--- src/rtl/receiver_i2c.sv ---
// I2C target: decodes START/STOP, matches a 7-bit address, captures a 16-bit write word
// and serialises a 16-bit word back on reads. SCL/SDA are sampled on the system clock.
module receiver_i2c #(
    parameter logic [6:0] DEV_ADDR = 7'h5A
) (
    input  logic        clk,
    input  logic        rst,
    input  logic        SCL,
    input  logic        SDA_OUT,
    input  logic        SDA_OE,
    input  logic [15:0] TX_DATA,
    output logic        SDA_IN,
    output logic        SDA_IN_ACK,
    output logic [15:0] RX_DATA,
    output logic        RX_VALID,
    output logic        BUSY
);

    typedef enum logic [2:0] {
        StIdle, StAddr, StAddrAck, StWrByte, StWrAck, StRdByte, StRdAck, StHold
    } state_e;

    state_e      state_q, state_d;
    logic        scl_q, sda_q;
    logic [2:0]  bit_cnt_q, bit_cnt_d;
    logic        byte_cnt_q, byte_cnt_d;
    logic        phase_q, phase_d;
    logic [7:0]  shreg_q, shreg_d;
    logic [7:0]  byte0_q, byte0_d;
    logic        rnw_q, rnw_d;
    logic [15:0] tx_reg_q, tx_reg_d;
    logic        sda_in_q, sda_in_d;
    logic        ack_q, ack_d;
    logic [15:0] rx_data_q, rx_data_d;
    logic        rx_valid_q, rx_valid_d;
    logic        busy_q, busy_d;

    logic       sda_bus;
    logic       scl_rise, scl_fall, start_det, stop_det;
    logic [7:0] shreg_shift;
    logic       last_bit, addr_match;

    assign sda_bus     = SDA_OE ? SDA_OUT : 1'b1;
    assign scl_rise    = SCL & ~scl_q;
    assign scl_fall    = ~SCL & scl_q;
    assign start_det   = SCL & scl_q & sda_q & ~sda_bus;
    assign stop_det    = SCL & scl_q & ~sda_q & sda_bus;
    assign shreg_shift = {shreg_q[6:0], sda_bus};
    assign last_bit    = (bit_cnt_q == 3'd7);
    assign addr_match  = (shreg_shift[7:1] == DEV_ADDR);

    always_ff @(posedge clk or negedge rst) begin
        if (!rst) begin
            state_q <= StIdle;
        end else begin
            state_q <= state_d;
        end
    end

    always_comb begin
        state_d = state_q;
        if (stop_det) begin
            state_d = StIdle;
        end else if (start_det) begin
            state_d = StAddr;
        end else begin
            case (state_q)
                StAddr: begin
                    if (scl_rise && last_bit) state_d = addr_match ? StAddrAck : StHold;
                end
                StAddrAck: begin
                    if (scl_fall && phase_q) state_d = rnw_q ? StRdByte : StWrByte;
                end
                StWrByte: begin
                    if (scl_rise && last_bit) state_d = StWrAck;
                end
                StWrAck: begin
                    if (scl_fall && phase_q) state_d = byte_cnt_q ? StHold : StWrByte;
                end
                StRdByte: begin
                    if (scl_rise && last_bit) state_d = StRdAck;
                end
                StRdAck: begin
                    if (scl_fall && phase_q) state_d = byte_cnt_q ? StHold : StRdByte;
                end
                default: state_d = state_q;
            endcase
        end
    end

    // Datapath and registered outputs; ACK states use phase_q to tell the fall that opens
    // the ninth-bit slot from the fall that closes it.
    always_comb begin
        bit_cnt_d  = bit_cnt_q;
        byte_cnt_d = byte_cnt_q;
        phase_d    = phase_q;
        shreg_d    = shreg_q;
        byte0_d    = byte0_q;
        rnw_d      = rnw_q;
        tx_reg_d   = tx_reg_q;
        sda_in_d   = sda_in_q;
        ack_d      = ack_q;
        rx_data_d  = rx_data_q;
        rx_valid_d = 1'b0;
        busy_d     = (state_d != StIdle);
        if (stop_det || start_det) begin
            bit_cnt_d  = 3'd0;
            byte_cnt_d = 1'b0;
            phase_d    = 1'b0;
            sda_in_d   = 1'b0;
            ack_d      = 1'b0;
        end else begin
            case (state_q)
                StAddr, StWrByte: begin
                    if (scl_rise) begin
                        shreg_d   = shreg_shift;
                        bit_cnt_d = bit_cnt_q + 3'd1;
                        if (state_q == StAddr && last_bit) rnw_d = sda_bus;
                    end
                end
                StAddrAck: begin
                    if (scl_fall) begin
                        if (!phase_q) begin
                            phase_d = 1'b1;
                            ack_d   = 1'b1;
                            if (rnw_q) tx_reg_d = TX_DATA;
                        end else begin
                            phase_d = 1'b0;
                            ack_d   = 1'b0;
                            if (rnw_q) sda_in_d = tx_reg_q[15];
                        end
                    end
                end
                StWrAck: begin
                    if (scl_fall) begin
                        if (!phase_q) begin
                            phase_d = 1'b1;
                            ack_d   = 1'b1;
                            if (byte_cnt_q) begin
                                rx_data_d  = {byte0_q, shreg_q};
                                rx_valid_d = 1'b1;
                            end else begin
                                byte0_d = shreg_q;
                            end
                        end else begin
                            phase_d    = 1'b0;
                            ack_d      = 1'b0;
                            byte_cnt_d = 1'b1;
                        end
                    end
                end
                StRdByte: begin
                    if (scl_rise) bit_cnt_d = bit_cnt_q + 3'd1;
                    if (scl_fall) sda_in_d = tx_reg_q[{~byte_cnt_q, ~bit_cnt_q}];
                end
                StRdAck: begin
                    if (scl_fall) begin
                        if (!phase_q) begin
                            phase_d  = 1'b1;
                            sda_in_d = 1'b0;
                        end else begin
                            phase_d    = 1'b0;
                            byte_cnt_d = 1'b1;
                            sda_in_d   = byte_cnt_q ? 1'b0 : tx_reg_q[7];
                        end
                    end
                end
                StHold: begin
                    sda_in_d = 1'b0;
                    ack_d    = 1'b0;
                end
                default: ;
            endcase
        end
    end

    always_ff @(posedge clk or negedge rst) begin
        if (!rst) begin
            scl_q      <= 1'b0;
            sda_q      <= 1'b0;
            bit_cnt_q  <= 3'd0;
            byte_cnt_q <= 1'b0;
            phase_q    <= 1'b0;
            shreg_q    <= 8'd0;
            byte0_q    <= 8'd0;
            rnw_q      <= 1'b0;
            tx_reg_q   <= 16'd0;
            sda_in_q   <= 1'b0;
            ack_q      <= 1'b0;
            rx_data_q  <= 16'd0;
            rx_valid_q <= 1'b0;
            busy_q     <= 1'b0;
        end else begin
            scl_q      <= SCL;
            sda_q      <= sda_bus;
            bit_cnt_q  <= bit_cnt_d;
            byte_cnt_q <= byte_cnt_d;
            phase_q    <= phase_d;
            shreg_q    <= shreg_d;
            byte0_q    <= byte0_d;
            rnw_q      <= rnw_d;
            tx_reg_q   <= tx_reg_d;
            sda_in_q   <= sda_in_d;
            ack_q      <= ack_d;
            rx_data_q  <= rx_data_d;
            rx_valid_q <= rx_valid_d;
            busy_q     <= busy_d;
        end
    end

    assign SDA_IN     = sda_in_q;
    assign SDA_IN_ACK = ack_q;
    assign RX_DATA    = rx_data_q;
    assign RX_VALID   = rx_valid_q;
    assign BUSY       = busy_q;

endmodule

--- config.mk ---
export PLATFORM = sky130hd
export DESIGN_NAME = receiver_i2c
export DESIGN_NICKNAME = d
export VERILOG_FILES = /design/src/rtl/receiver_i2c.sv
export SDC_FILE = /design/constraint.sdc
export NUM_CORES = 1
export LEC_CHECK = 0
export CAP_MARGIN = 20
export CORE_ASPECT_RATIO = 0.5
export CORE_MARGIN = 4
export CORE_UTILIZATION = 40
export CTS_BUF_LIST = sky130_fd_sc_hd__clkbuf_8 sky130_fd_sc_hd__clkbuf_16
export CTS_CLUSTER_SIZE = 14
export DETAILED_ROUTE_END_ITERATION = 16
export PLACE_DENSITY = 0.58
export SLEW_MARGIN = 20
export SYNTH_ARGS = -nofsm -noshare
export SYNTH_HDL_FRONTEND = slang
export SYNTH_SLANG_ARGS = --single-unit
--- constraint.sdc ---
create_clock -name clk -period 2.8 [get_ports clk]
set_input_delay 0.28 -clock clk [delete_from_list [all_inputs] [get_ports clk]]
set_output_delay 0.28 -clock clk [all_outputs]
set_load 0.01 [all_outputs]
==> impl_metrics.py, run 1 <==
metrics = {
    "clocking": {
        "cts_tree": "built",
        "cts_buffers": 9,
        "clock_path_buffers": 2,
        "cts_resized": 0,
        "cts_sinks": 63,
        "cts_htree_levels": 3,
        "clk_latency_ns": 0.33,
        "clockRootBuffer": "clkbuf_16",
        "clkTransAtPathRegs_ns": 0.05,
    },
    "detailed_routing": {
        "dr.pass1.iters": 4,
        "drtAntennaViolNets": 0,
        "wl_per_cell_um": 15.8,
        "routed_wl_um": 5800,
        "drt_iter0_drc": 91,
        "drc": 0,
        "vias": 1883,
        "viasPerCell": 5.12,
    },
    "grt": {
        "grt_pass1_wl_um": 9800,
        "antenna_found_initial": 0,
        "grtUsageTotal_pct": 13.9,
        "grt_overflow": 0,
        "first_global_vias": 1950,
        "grt_max_degree": 50,
    },
    "pwr": {
        "power_density_mw_per_mm2": 568,
        "ir_worst_vdd_mv": 0.345,
        "p_total_mw": 2.14,
        "p_leak_nw": 1.75,
    },
    "yosys": {
        "ys_types": 47,
        "synth-async-reset-ratio_pct": 100,
        "avgSynthCellArea_um2": 13.0,
        "ys_seq_area_share_pct": 52.6,
        "synth_nets": 253,
        "syn-cell-area_mm2": 0.00300,
        "synth_warnings": 0,
        "netlist_instances": 230,
        "ys.flop_type": "dfrtp_1",
        "synth-edff-count": 0,
        "ys_ff_latch": 63,
    },
    "layout": {
        "layoutNonFillerInstCount": 368,
        "area_delta_synth_final_pct": 25.9,
        "seqCellArea_mm2": 0.00158,
        "drive_gt1_share_pct": 26.4,
        "multi_input_area_mm2": 0.00133,
        "fin_util_pct": 54.2,
        "finalNetCount": 294,
        "diodes": 0,
        "nFillCells": 588,
    },
    "timing": {
        "finalSetupTns_ns": 0,
        "skew_ns": 0.00573,
        "slew_headroom_pct": 57.4,
        "tightest_slew_ns": 0.639,
        "rsz0062_at_grt": "false",
        "hold_ws_ns": 0.378,
        "fin_crit_sh_pct": 71.8,
        "fmax_mhz": 498,
        "slew_viol_final": 0,
        "timing.final.hold_violations": 0,
        "finalCriticalPeriod_ns": 2.01,
        "setup_viol": 0,
    },
    "die": {
        "die_w_um": 130,
        "ios": 41,
        "rows": 21,
        "die_area_mm2": 0.00902,
        "start_util_pct": 43.0,
        "die_height_um": 69.2,
        "core_mm2": 0.00696,
    },
    "worst_setup_path": {
        "crit_chain": "ha_1 > ha_1 > and3b_1 > nand2_1 > o31ai_1 > a21oi_1 > nor3_1",
        "crit_path_top_delay_cell": "dfrtp_1",
        "cp_slowest_stage_delay_ns": 0.66,
        "crit_path_end_kind": "register",
        "startpoint_type": "register",
        "crit_required_ns": 3.04,
        "cp_max_fo": 10,
        "crit_path_frequent_cell": "ha_1",
        "arrival_ns": 2.25,
        "path_class": "reg2reg",
    },
    "run_status": {
        "outcome": "finished clean",
    },
    "placed_design": {
        "portBuffers": 40,
        "dp.cells": 351,
        "dp.final_hpwl_um": 3880,
        "place_congestion": 0.790,
    },
    "worst_hold_path": {
        "hold_path_class": "in2async",
    },
    "flow_run": {
        "drv_cap": 0,
    },
}
[sequential cells by signal, indices dropped and copies added (netlist names), 3 cells and up]
signal     cells
RX_DATA       16
tx_reg_q      16
byte0_q        8
shreg_q        8
bit_cnt_q      3
state_q        3
[routing by layer]
| metal | part of all wire (%) | track usage [%] |
|---|---|---|
| met1 | 51 | 19.9 |
| met2 | 43 | 19.2 |
| met3 | 5.2 | 6.23 |
| met4 | 0.33 | 3.76 |
| met5 | 0 | 0 |
[final cells by class]
type / count / area share, %
sequential: 63 / 41.8
clock inverter: 7 / 2.39
multi-input combinational: 149 / 35.2
clock buffer: 9 / 5.97
timing repair buffer: 43 / 11.1
inverter: 5 / 0.497
tap: 92 / 3.05
[repair_timing]
item | CTS | global route
buffers inserted | 0 | 0
hold buffers | 1 | 0
hold endpoints to repair | 14 | 0
[Yosys cell counts, types with 2 or more instances]
master / number / area share, %
a21oi_1: 8 / 1.3
a22oi_1: 2 / 0.50
a31oi_1: 2 / 0.42
and2b_1: 2 / 0.50
and3_1: 2 / 0.42
buf_2: 5 / 0.83
buf_6: 2 / 0.75
clkbuf_1: 5 / 0.63
dfrtp_1: 63 / 53
ha_1: 2 / 0.83
inv_1: 5 / 0.63
mux2_2: 29 / 11
mux2_4: 19 / 9.5
mux2i_1: 9 / 3.0
nand2_1: 12 / 1.5
nand2b_1: 2 / 0.42
nand3_1: 8 / 1.3
nand4_4: 2 / 1.4
nor2_1: 4 / 0.50
nor2b_1: 4 / 0.83
nor3_1: 5 / 0.83
o211ai_1: 2 / 0.50
o21a_1: 2 / 0.50
o21ai_0: 7 / 1.2
o22ai_1: 2 / 0.42
o31ai_1: 3 / 0.75
xor2_1: 2 / 0.58
[stage by stage]
step / instance area (µm²) / setup slack, ns
after floorplan: 3000 / 1.08
after global placement: 3450 / 0.669
after detailed placement: 3450 / 0.608
after CTS: 3770 / 0.792
after global routing: 3770 / 0.589
final: 3770 / 0.791
[logic make-up (layout without fill, tap and decap cells)]
group	after synthesis	after routing	share of synthesized area [%]
buf+inv	18	64	3.09
mux	57	57	23.4
flops	63	63	52.6
compound gates	34	34	7.39
xor+xnor	3	3	0.877
fa+ha+maj	3	3	1.17
simple gates	52	52	11.4
[power by group]
group	internal [mW]	switching [mW]
Clock	0.773	0.387
Sequential	0.914	0.00371
Combinational	0.0332	0.0339
[critical path, delay by kind of cell (launching register included)]
family,cells,cell delay (ns)
compound gates,2,0.28
fa+ha+maj,2,0.39
flops,1,0.66
simple gates,3,0.58
[cell usage in the layout, fill, tap and decap left out, types with 2 or more instances in the layout]
cell type	count
ha_1	2
clkinv_4	2
o21a_1	2
o31ai_1	3
a21oi_1	8
mux2i_1	9
o22ai_1	2
clkdlybuf4s50_1	39
xor2_1	2
o21ai_0	7
inv_1	7
and2b_1	2
nand2_1	12
mux2_2	29
clkbuf_16	9
buf_4	2
bufinv_16	2
mux2_4	19
nand2b_1	2
nor2_1	4
and3_1	2
nor2b_1	4
nand4_4	2
a22oi_1	2
o211ai_1	2
a31oi_1	2
nand3_1	8
nor3_1	5
dfrtp_1	63
[path summary, 6_finish.rpt]
| kind | start | slack, ns | cells after the start | end |
|---|---|---|---|---|
| min in group clk | byte0_q[3] | 0.50 | 1 | RX_DATA[11] |
| max in group asynchronous | rst | 1.49 | 3 | bit_cnt_q[1] |
| hold reg to reg | byte0_q[3] | 0.50 | 1 | RX_DATA[11] |
| setup / recovery | bit_cnt_q[1] | 0.79 | 7 | state_q[2] |
| hold / removal | rst | 0.38 | 2 | RX_DATA[15] |
| setup reg to reg | bit_cnt_q[1] | 0.79 | 7 | state_q[2] |
Power figures use the tool's default switching activity.
==> inputs of run 2 (changes only) <==
==> constraint.sdc (replaced) <==
create_clock -name clk -period 1.89 [get_ports clk]
set_input_delay 0.189 -clock clk [delete_from_list [all_inputs] [get_ports clk]]
set_output_delay 0.189 -clock clk [all_outputs]
set_load 0.01 [all_outputs]
==> run 2 against run 1 <==
Clock power grew 34%. Worst setup slack worse by 0.57 ns. Fmax up 21%. First-iteration DRC count shrank 58%. Via count increased by 2.2%. Total power is 41% higher. Routed wire length rose by 0.93%. Global-route usage rose by 0.66 points. Critical endpoint is now SDA_IN. Highest routed layer unchanged.
==> impl_metrics.py, run 2 (synthesized netlist as in run 1, its figures left out) <==
metrics = {
    "timing": {
        "finalSetupTns_ns": 0,
        "tightest_slew_ns": 0.488,
        "setup_slack_ns": 0.225,
        "rsz0062_at_grt": "false",
        "finalCriticalPeriod_ns": 1.66,
        "fin_crit_sh_pct": 88.1,
        "slew_viol_final": 0,
        "timing.final.hold_violations": 0,
        "slew_headroom_pct": 67.0,
        "setup_viol": 0,
        "fmax_mhz": 601,
        "skew_ns": 0.00595,
    },
    "clocking": {
        "cts_buffers": 9,
        "clk_latency_ns": 0.32,
        "cts_sinks": 63,
        "cts_htree_levels": 3,
        "clkTransAtPathRegs_ns": 0.05,
        "cts_tree": "built",
        "clock_path_buffers": 2,
        "clockRootBuffer": "clkbuf_16",
    },
    "placed_design": {
        "post_dp_cell_area_mm2": 0.00361,
        "place_ws_ns": 0.0394,
        "place_congestion": 0.880,
        "dp.final_hpwl_um": 4010,
        "portBuffers": 40,
    },
    "layout": {
        "seqCellArea_mm2": 0.00158,
        "finalNetCount": 309,
        "area_delta_synth_final_pct": 30.7,
        "fin_util_pct": 56.2,
        "diodes": 0,
        "multi_input_area_mm2": 0.00133,
        "fin_area_mm2": 0.00392,
        "drive_gt1_share_pct": 30.9,
        "final_common_cell": "dfrtp_1",
        "final_cell_mix": "63 x dfrtp_1, 39 x clkdlybuf4s50_1, 29 x mux2_2",
        "nFillCells": 576,
    },
    "die": {
        "die_w_um": 130,
        "rows": 21,
        "ios": 41,
        "start_util_pct": 43.0,
        "die_height_um": 69.2,
        "die_area_mm2": 0.00902,
        "core_mm2": 0.00696,
    },
    "worst_setup_path": {
        "path_class": "reg2reg",
        "startpoint_type": "register",
        "arrival_ns": 1.91,
        "crit_path_end_kind": "register",
        "cp_max_fo": 6,
        "crit_required_ns": 2.14,
    },
    "grt": {
        "antenna_found_initial": 0,
        "grt_overflow": 0,
        "grt_max_degree": 64,
        "grt_pass1_wl_um": 10300,
        "grtUsageTotal_pct": 14.6,
        "first_global_vias": 2051,
    },
    "detailed_routing": {
        "viasPerCell": 5.02,
        "drt_iter0_drc": 38,
        "dr.pass1.iters": 4,
        "drtAntennaViolNets": 0,
        "wl_per_cell_um": 15.3,
        "vias": 1924,
        "routed_wl_um": 5860,
        "drc": 0,
    },
    "pwr": {
        "p_int_mw": 2.40,
        "power.switching_fraction_pct": 20.7,
        "ir_worst_vdd_mv": 0.576,
        "power_frac_seq_pct": 44.8,
        "p_sw_mw": 0.627,
        "power_density_mw_per_mm2": 774,
        "p_total_mw": 3.03,
        "comb_power_share_pct": 3.6,
        "p_clk_share_pct": 51.5,
        "p_leak_nw": 1.83,
    },
    "worst_hold_path": {
        "hold_path_class": "in2async",
    },
    "flow_run": {
        "drv_cap": 0,
    },
    "run_status": {
        "outcome": "finished clean",
    },
}
-- run 2: metal layers --
metal | up-vias | track usage, % | part of all wire, % | wire length, µm
met4 | 0 | 4.79 | 1.0 | 59
met2 | 39 | 20.8 | 43 | 2550
met5 | - | 0 | 0 | 0
met1 | 937 | 20.3 | 50 | 2930
li1 | 941 | - | - | -
met3 | 7 | 5.77 | 5.4 | 319
-- run 2: power groups by stage --
| stage | registers [mW] | clock network (mW) | logic (mW) |
|---|---|---|---|
| 2_1_floorplan | 1.38 | 0 | 0.0256 |
| 3_3_place_gp | 1.38 | 0 | 0.109 |
| 3_5_place_dp | 1.38 | 0 | 0.111 |
| 4_1_cts | 1.36 | 1.62 | 0.113 |
| 5_1_grt | 1.36 | 1.69 | 0.122 |
| 6_report | 1.36 | 1.56 | 0.110 |
-- run 2: worst max-delay path, stage by stage (launching register included) --
cell	delay (ns)
dfrtp_1	0.40
buf_4	0.18
mux2i_1	0.13
a2111oi_0	0.43
and3_1	0.22
o31ai_1	0.08
a21oi_1	0.15
-- run 2: cell type report --
type	instances	area share, %
well taps	92	2.94
clock inverters	4	0.735
repair buffers	58	14.9
flip-flops and latches	63	40.3
inverters	5	0.479
clock buffers	12	6.81
multi-input cells	149	33.9
-- run 2: worst paths after layout --
| path | startpoint | endpoint | slack [ns] | cells past startpoint |
|---|---|---|---|---|
| worst max-delay path | bit_cnt_q[1] | SDA_IN | 0.23 | 6 |
| worst min-delay path | rst | RX_DATA[15] | 0.39 | 3 |
| worst max register to register | bit_cnt_q[1] | SDA_IN | 0.23 | 6 |
| worst min register to register | byte0_q[0] | RX_DATA[8] | 0.50 | 1 |
| max in group asynchronous | rst | tx_reg_q[14] | 1.20 | 3 |
| min in group clk | TX_DATA[2] | tx_reg_q[2] | 0.48 | 2 |
-- run 2: repair_timing --
item | CTS | global route
setup buffers | 0 | 0
hold buffers | 1 | 0
resized for setup | 0 | 0
hold endpoints to repair | 63 | 0
endpoints found under the setup margin | 0 | 0
-- run 2: stage by stage --
step	hold slack, ns	cells
global placement	0.224	366
finish	0.392	383
floorplan	-0.107	230
detailed placement	0.227	366
CTS	0.407	383
global route	0.438	383
==> inputs of run 3 (changes only) <==
--- a/config.mk
+++ b/config.mk
@@ -12,6 +12,7 @@
 export CTS_BUF_LIST = sky130_fd_sc_hd__clkbuf_8 sky130_fd_sc_hd__clkbuf_16
 export CTS_CLUSTER_SIZE = 14
 export DETAILED_ROUTE_END_ITERATION = 16
+export MAX_ROUTING_LAYER = met4
 export PLACE_DENSITY = 0.58
 export SLEW_MARGIN = 20
 export SYNTH_ARGS = -nofsm -noshare
==> run 3 against run 2 <==
Clock skew up 0.00061 ns. Critical path depth unchanged. Combinational power about the same. Sequential power about the same. Total power about the same. Via count up 0.31%. Utilization unchanged. Fmax up 0.27%. Global-route usage up 0.35 points.
==> impl_metrics.py, run 3 (synthesized netlist as in run 1, its figures left out) <==
metrics = {
    "detailed_routing": {
        "wl_per_cell_um": 15.3,
        "dr.pass1.iters": 4,
        "wl_met2_um": 2550,
        "wl_met3_um": 297,
        "vias": 1930,
        "viasPerCell": 5.04,
        "drtAntennaViolNets": 0,
        "highest_layer": "met4",
        "drt_iter0_drc": 51,
        "drt-met1-wl_um": 2960,
        "routed_wl_um": 5860,
        "drc": 0,
    },
    "pwr": {
        "ir_worst_vdd_mv": 0.573,
        "power.switching_fraction_pct": 20.6,
        "comb_power_share_pct": 3.6,
        "p_sw_mw": 0.625,
        "p_leak_nw": 1.83,
        "p_int_mw": 2.40,
        "p_clk_share_pct": 51.5,
        "power_density_mw_per_mm2": 773,
        "power_frac_seq_pct": 44.9,
        "p_total_mw": 3.03,
    },
    "grt": {
        "first_global_vias": 2068,
        "grt_max_degree": 64,
        "grt_pass1_wl_um": 10300,
        "grtUsageTotal_pct": 15.0,
        "antenna_found_initial": 0,
        "grt_overflow": 0,
    },
    "placed_design": {
        "dp.final_hpwl_um": 4010,
        "portBuffers": 40,
        "place_congestion": 0.894,
        "dp.cells": 366,
    },
    "clocking": {
        "clkTransAtPathRegs_ns": 0.05,
        "clock_path_buffers": 2,
        "clk_latency_ns": 0.32,
        "clockRootBuffer": "clkbuf_16",
        "cts_sinks": 63,
        "cts_htree_levels": 3,
        "cts_tree": "built",
        "cts_buffers": 9,
        "postCtsSetupBuffers": 0,
    },
    "timing": {
        "finalCriticalPeriod_ns": 1.66,
        "finalSetupTns_ns": 0,
        "slew_viol_final": 0,
        "timing.final.hold_violations": 0,
        "setup_viol": 0,
        "fin_crit_sh_pct": 87.9,
        "slew_headroom_pct": 67.1,
        "tightest_slew_ns": 0.486,
        "fmax_mhz": 602,
        "rsz0062_at_grt": "false",
        "skew_ns": 0.00656,
    },
    "layout": {
        "fin_util_pct": 56.2,
        "final_common_cell": "dfrtp_1",
        "finalNetCount": 309,
        "final_cell_mix": "63 x dfrtp_1, 39 x clkdlybuf4s50_1, 29 x mux2_2",
        "diodes": 0,
        "area_delta_synth_final_pct": 30.7,
        "drive_gt1_share_pct": 30.9,
        "layoutNonFillerInstCount": 383,
    },
    "worst_setup_path": {
        "crit_path_top_delay_cell": "a2111oi_0",
        "crit_chain": "buf_4 > mux2i_1 > a2111oi_0 > and3_1 > o31ai_1 > a21oi_1",
        "cp_max_fo": 6,
        "path_class": "reg2reg",
        "startpoint_type": "register",
        "crit_required_ns": 2.14,
        "crit_family": "compound AO/OA/AOI/OAI gates",
        "path_buf_inv": 1,
        "arrival_ns": 1.91,
        "cp_slowest_stage_delay_ns": 0.43,
        "crit_path_end_kind": "register",
    },
    "die": {
        "rows": 21,
        "start_util_pct": 43.0,
        "ios": 41,
        "die_height_um": 69.2,
        "core_mm2": 0.00696,
        "die_area_mm2": 0.00902,
        "die_w_um": 130,
    },
    "flow_run": {
        "drv_cap": 0,
    },
    "worst_hold_path": {
        "hold_path_class": "in2async",
    },
    "run_status": {
        "outcome": "finished clean",
    },
}
run 3: cell counts in the layout (fill, tap and decap cells not counted):
No cell type changed its count.
run 3: path summary, 6_finish.rpt:
| check | startpoint | end | slack (ns) | cells after the start |
|---|---|---|---|---|
| worst max-delay path | bit_cnt_q[1] | SDA_IN | 0.23 | 6 |
| worst min-delay path | rst | RX_DATA[15] | 0.39 | 3 |
| max in group asynchronous | rst | tx_reg_q[12] | 1.20 | 3 |
| min in group clk | TX_DATA[3] | tx_reg_q[3] | 0.48 | 2 |
| worst max register to register | bit_cnt_q[1] | SDA_IN | 0.23 | 6 |
| worst min register to register | RX_DATA[14] | RX_DATA[14] | 0.50 | 1 |
run 3: tightest hold or removal path: stages:
cell,delay [ns]
dlygate4sd3_1,0.52
buf_2,0.12
buf_12,0.29
run 3: routing by layer:
| layer | global-route usage (%) | up-vias |
|---|---|---|
| met3 | 5.15 | 7 |
| met4 | 5.13 | 0 |
| li1 | - | 940 |
| met1 | 20.2 | 944 |
| met2 | 21.0 | 39 |
| met5 | - | - |
run 3: cell type report:
| cell class | instances | area [µm²] |
|---|---|---|
| clock inverter | 4 | 28.8 |
| inverter | 5 | 18.8 |
| fill | 576 | 3050 |
| multi-input combinational | 149 | 1330 |
| tap | 92 | 115 |
| clock buffer | 12 | 267 |
| timing repair buffer | 58 | 583 |
| sequential | 63 | 1580 |
run 3: power by group through the flow:
stage	sequential, mW	combinational [mW]	clock [mW]
after global routing	1.36	0.122	1.68
after global placement	1.38	0.109	0
after floorplan	1.38	0.0256	0
after detailed placement	1.38	0.111	0
final	1.36	0.109	1.56
after CTS	1.36	0.113	1.62
run 3: repair_timing:
| item | 4_1_cts | 5_1_grt |
|---|---|---|
| hold buffers | 1 | 0 |
| resized for setup | 0 | 0 |
| endpoints found under the hold margin | 63 | 0 |
run 3: metrics by stage:
stage	area (µm²)	hold slack [ns]	setup slack (ns)
2_1_floorplan	3000	-0.107	0.175
4_1_cts	3920	0.407	0.179
5_1_grt	3920	0.437	0.0506
6_report	3920	0.394	0.229
3_5_place_dp	3610	0.227	0.0394
3_3_place_gp	3610	0.224	0.0566
